## config.mk

```make
export PLATFORM = sky130hd
export DESIGN_NAME = demux_1to8_buf
export DESIGN_NICKNAME = d
export VERILOG_FILES = /design/src/rtl/demux_pkg.sv /design/src/rtl/demux_slot.sv /design/src/rtl/demux_1to8_buf.sv
export SDC_FILE = /design/constraint.sdc
export NUM_CORES = 1
export LEC_CHECK = 0
export BUFFER_PORTS_ARGS = -buffer_cell sky130_fd_sc_hd__buf_2
export CAP_MARGIN = 15
export CELL_PAD_IN_SITES_DETAIL_PLACEMENT = 2
export CELL_PAD_IN_SITES_GLOBAL_PLACEMENT = 2
export CORE_ASPECT_RATIO = 1.75
export CORE_MARGIN = 4
export CORE_UTILIZATION = 30
export DETAILED_ROUTE_END_ITERATION = 6
export PLACE_DENSITY = 0.83
export SYNTH_ARGS = -nofsm -noshare
export SYNTH_HDL_FRONTEND = slang
export SYNTH_SLANG_ARGS = --single-unit
```

## constraint.sdc

```tcl
create_clock -name clk -period 2 [get_ports clk]
set_clock_uncertainty 0.1 [all_clocks]
set_input_delay 0.1 -clock clk [delete_from_list [all_inputs] [get_ports clk]]
set_output_delay 0.1 -clock clk [all_outputs]
set_load 0.03 [all_outputs]
```

## src/rtl/demux_pkg.sv

```systemverilog
// Shared constants and select decode for the 1-to-8 buffered demux.
package demux_pkg;

   localparam int NUM_OUT = 8;
   localparam int SEL_W   = 3;

   localparam logic [SEL_W-1:0] SEL_SLOT0 = 3'd0;
   localparam logic [SEL_W-1:0] SEL_SLOT1 = 3'd1;
   localparam logic [SEL_W-1:0] SEL_SLOT2 = 3'd2;
   localparam logic [SEL_W-1:0] SEL_SLOT3 = 3'd3;
   localparam logic [SEL_W-1:0] SEL_SLOT4 = 3'd4;
   localparam logic [SEL_W-1:0] SEL_SLOT5 = 3'd5;
   localparam logic [SEL_W-1:0] SEL_SLOT6 = 3'd6;
   localparam logic [SEL_W-1:0] SEL_SLOT7 = 3'd7;

   // Binary slot index to one-hot slot mask.
   function automatic logic [NUM_OUT-1:0] sel_decode(input logic [SEL_W-1:0] sel);
      sel_decode      = '0;
      sel_decode[sel] = 1'b1;
   endfunction

endpackage

```

## src/rtl/demux_slot.sv

```systemverilog
// One-entry holding register with a valid/ready read side.
module demux_slot #(
   parameter int WIDTH = 4
) (
   input  logic             clk,
   input  logic             reset,
   input  logic             wr_en,
   input  logic [WIDTH-1:0] wr_data,
   input  logic             rd_ready,
   output logic             valid,
   output logic [WIDTH-1:0] data
);

   logic full;

   // A write wins over a drain, so a simultaneous drain+write keeps the slot full.
   always_ff @(posedge clk) begin
      if (!reset) begin
         full <= 1'b0;
         data <= '0;
      end else if (wr_en) begin
         full <= 1'b1;
         data <= wr_data;
      end else if (full && rd_ready) begin
         full <= 1'b0;
      end
   end

   assign valid = full;

endmodule

```

## src/rtl/demux_1to8_buf.sv

```systemverilog
// Routes one producer word into one of eight one-entry slots with per-slot handshake.
// Optional zero-latency cut-through into an empty, ready slot: define DEMUX_1TO8_BYPASS_EN.
module demux_1to8_buf
   import demux_pkg::*;
#(
   parameter int WIDTH = 4
) (
   input  logic               clk,
   input  logic               reset,
   input  logic               in_valid,
   output logic               in_ready,
   input  logic [SEL_W-1:0]   select,
   input  logic [WIDTH-1:0]   in_data,
   output logic [NUM_OUT-1:0] out_valid,
   input  logic [NUM_OUT-1:0] out_ready,
   output logic [WIDTH-1:0]   out_data_0,
   output logic [WIDTH-1:0]   out_data_1,
   output logic [WIDTH-1:0]   out_data_2,
   output logic [WIDTH-1:0]   out_data_3,
   output logic [WIDTH-1:0]   out_data_4,
   output logic [WIDTH-1:0]   out_data_5,
   output logic [WIDTH-1:0]   out_data_6,
   output logic [WIDTH-1:0]   out_data_7
);

   logic [NUM_OUT-1:0] full;
   logic [NUM_OUT-1:0] sel_hot;
   logic [NUM_OUT-1:0] bypass;
   logic [NUM_OUT-1:0] wr_en;
   logic [WIDTH-1:0]   slot_data [NUM_OUT];
   logic [WIDTH-1:0]   word      [NUM_OUT];
   logic               accept;

   assign sel_hot  = sel_decode(select);
   assign in_ready = !full[select] | out_ready[select];
   assign accept   = in_valid & in_ready;

`ifdef DEMUX_1TO8_BYPASS_EN
   // Cut-through only into an empty slot whose consumer is ready right now.
   assign bypass = (in_valid && reset && !full[select] && out_ready[select]) ? sel_hot : '0;
`else
   assign bypass = '0;
`endif

   assign wr_en = accept ? (sel_hot & ~bypass) : '0;

   for (genvar i = 0; i < NUM_OUT; i++) begin : g_slot
      demux_slot #(.WIDTH(WIDTH)) u_slot (
         .clk      (clk),
         .reset    (reset),
         .wr_en    (wr_en[i]),
         .wr_data  (in_data),
         .rd_ready (out_ready[i]),
         .valid    (full[i]),
         .data     (slot_data[i])
      );

      assign out_valid[i] = full[i] | bypass[i];
      assign word[i]      = bypass[i] ? in_data : slot_data[i];
   end

   assign out_data_0 = word[SEL_SLOT0];
   assign out_data_1 = word[SEL_SLOT1];
   assign out_data_2 = word[SEL_SLOT2];
   assign out_data_3 = word[SEL_SLOT3];
   assign out_data_4 = word[SEL_SLOT4];
   assign out_data_5 = word[SEL_SLOT5];
   assign out_data_6 = word[SEL_SLOT6];
   assign out_data_7 = word[SEL_SLOT7];

endmodule

```

==> results.txt <==
The run gives 909.6 um2 as the area used by multi-input combinational logic. The power density over the cells was 749.6 nW/um2. The filler cells instantiated in the layout total 714. The number of instances in the placed design is 303, and the starting utilization of the core area is 31.27%. The floorplan die height is 112.0 um, and the count of antenna diodes in the layout is 0.

Ranked by total cell area, the synthesized netlist is headed by sky130_fd_sc_hd__dfxtp_1, sky130_fd_sc_hd__mux2i_1, sky130_fd_sc_hd__nand2_1. Global routing consumed, over all layers together, 14.86% of the routing resources. The logs give 37 for the number of core rows and 43.21% for the sequential area share after synthesis. Based on the critical path, the design can be clocked at up to 521.8 MHz. STA classifies the critical path endpoint as an output pin. The flow ran to the end, and the final reports show no timing, DRC or antenna violations. The global placer's final weighted congestion came out at 0.8289.

The tool flagged a number of max-cap violations equal to 0. Among all stages on the critical path, the largest delay is contributed by sky130_fd_sc_hd__dfxtp_1. The worst setup path startpoint is g_slot[5].u_slot.valid. The die covers 7548 um2. Counting cells, the worst reg-to-reg path comes to 6. For flop-to-flop paths, the worst setup slack is 0.13 ns. STA puts the critical path data required time at 1.80 ns. The synthesized-area fraction occupied by and/or/nand/nor cells was 14.72%. The mapped netlist covers 1853 um2. Of the available clock period, the critical path in the final layout requires 95.82%.

At the pin with the least slew margin, the transition time is 0.4095 ns. The largest fanout of any net on the critical path works out to 3. The tools report the kind of launch point of the worst setup path as a register. Setup total negative slack on the finished layout was measured at 0 ns. By area, the combinational part of the netlist is dominated by multiplexers.

The total nets after synthesis is 201. Subtracting the final worst setup slack from the clock period gives 1.916 ns. The clock drives 40 sinks. The final hold violation count is 0, and the antenna violation net count after detailed routing is 0.

Clock-pin slew was measured on the worst setup and hold paths at 0.08 ns. Setup violations remaining at the end of the flow were counted as 0. The tools report the number of H-tree levels as 2. After floorplanning, the core was sized to cover 5926 um2. The first routing iteration left 33 violations. The critical path goes through mux2i_1 -> mux2_4 -> o221a_4 -> or2_2 -> buf_2. Destination of the worst register-to-register timing path: g_slot[5].u_slot.data[1].

The maximum root-to-sink buffer count came out at 2. The total power is 1.686 mW, and the maximum ir drop on the vdd rail is 0.0003850 V. Synthesis handed over a netlist of 183 instances. The number of vias per cell after detailed routing was 4.663; the initial antenna violation count was 0. The critical path is of the reg -> out type. The first detailed-routing pass ran for 4 iterations. The layout overhead on the synthesized area came out at 21.40%. Entering global routing, the biggest net connects 26 pins. The tools report the buffer type at the clock tree root as sky130_fd_sc_hd__clkbuf_8. The maximum cell stage delay along the critical path was 0.35 ns; the post-route DRC violation count was 0. For this block, the via count after detailed routing is 1455. The startpoint identified for the worst register-to-register timing path is g_slot[5].u_slot.valid. Yosys mapped the design onto 25 distinct sky130hd cell types. Width of the chip: 67.41 um.

Once routing completed, OpenROAD measured the worst setup slack at 0.08360 ns. Summing the areas of all xor and xnor instances in the mapped netlist gives 0% of the synthesized area. The fraction of layout cells with a size suffix above 1 is 34.62%, and the share of Yosys cell area claimed by the top area cell type is 43.21%. In this run the tool buffered the top-level ports with 58 buffer cells.

Yosys printed 0 warnings. After global routing the overflow that remains totals 0. At the later pin of the worst-skew pair, clock insertion delay measures 0.29 ns. For the worst-case headroom to the max-slew limit, the log shows 72.70%. The cell taking the most area after synthesis is sky130_fd_sc_hd__dfxtp_1.

TritonCTS built the clock tree. For this design the top-level I/O count stands at 59. At the end of the flow, the number of nets in the layout was 251.

Of the post-synthesis cell area, the part taken by muxes is 20.80%. With fillers left out, the area of the finished cells amounts to 2250 um2. Leaving out filler cells and counting taps, the final layout contains 312. Leaving out fill and tap cells, the most frequent cell in the layout is sky130_fd_sc_hd__buf_2. Post-synthesis adder-cell area fraction: 0%. The final layout contains routed wiring with a total length of 5.190 mm.

The synthesized-area fraction occupied by ao, oa, aoi and oai cells is 13.30%, and the final design utilization is 37.96%. In this run the worst setup path terminates at in_ready. Buffers inserted during clock tree synthesis total 5. The data arrival time of the critical path is 1.72 ns. In the layout the commonest cells are sky130_fd_sc_hd__buf_2, sky130_fd_sc_hd__nand2_1, sky130_fd_sc_hd__dfxtp_1.

The number of synthesized register bits was 40; the cell area after placement was 2128 um2. In the final routed layout, each cell accounts on average for 16.63 um. The max-slew violation count came out at 0. The type of the tightest min-delay check was in -> reg. The register cell area after layout is 802.0 um2. The number of global-route vias before repair came out at 1595. The worst setup slack before clock tree synthesis is 0.1498 ns, and the number of hold-repair buffers added at the cts stage is 0.

The first global-routing pass estimated 8.376 mm of wire. Across all hold checks on the routed design, the worst slack comes to 0.004379 ns. The static leakage is 1.150 nW, and the average cell area after synthesis is 10.13 um2. Detailed placement finished with a half-perimeter wire length of 3.947 mm.
[synth_stat cells (all sizes together)]
cell / count
nand3: 2
a31oi: 1
clkbuf: 4
nor3: 2
inv: 2
or2: 1
o221a: 1
a221o: 1
nand2b: 10
mux2: 1
mux2i: 37
o32a: 1
nand2: 40
nor2: 7
nor3b: 1
o21ai: 10
dfxtp: 40
buf: 14
a21boi: 8
[worst min-delay path by stage]
stage	start	end	slack, ns	cells after the start
floorplan	out_ready[0]	g_slot[0].u_slot.valid	0.19	2
global placement	out_ready[2]	g_slot[2].u_slot.valid	0.31	3
detailed placement	out_ready[5]	g_slot[5].u_slot.valid	0.33	3
CTS	out_ready[7]	g_slot[7].u_slot.valid	0.01	3
global route	out_ready[3]	g_slot[3].u_slot.valid	0.02	3
finish	out_ready[5]	g_slot[5].u_slot.valid	0.004	3
[cells by family (layout without fill, tap and decap cells)]
logic type | Yosys count | in the layout
and+or+nand+nor | 63 | 63
DFF | 40 | 40
AOI/OAI and AO/OA | 22 | 22
buffers and inverters | 20 | 71
muxes | 38 | 38
[area by class of cell]
class | instances | share of cell area [%]
inverters | 2 | 0.3337
flip-flops and latches | 40 | 35.65
well taps | 78 | 4.338
multi-input cells | 123 | 40.43
clock inverters | 2 | 1.557
repair buffers | 61 | 14.46
clock buffers | 6 | 3.226
[report_power, final]
group | internal [mW] | total, mW | switching, mW
clock network | 0.370 | 0.653 | 0.282
registers | 0.814 | 0.825 | 0.0110
logic | 0.0719 | 0.209 | 0.137
[sequential cells by signal, summed over array words and instances, names as in the netlist]
register,flops
g_slot.u_slot.data,32
g_slot.u_slot.valid,8
[per-layer routing]
metal	global-route usage, %	part of all wire, %
met3	2.422	4.4
met5	0	0
met4	4.472	1.5
met1	15.93	37
met2	28.19	57
[timing repair]
item	4_1_cts	5_1_grt
setup buffers	1	0
gates resized for setup	0	2
endpoints found under the setup margin	1	4
cloned	0	0
[critical path, delay by kind of cell, from the launching register on]
family          cells  cell delay [ns]
compound gates      1             0.24
buf+inv             1             0.18
simple gates        1             0.29
mux                 2             0.36
flops               1             0.35
(Power assumes the default switching activity.)
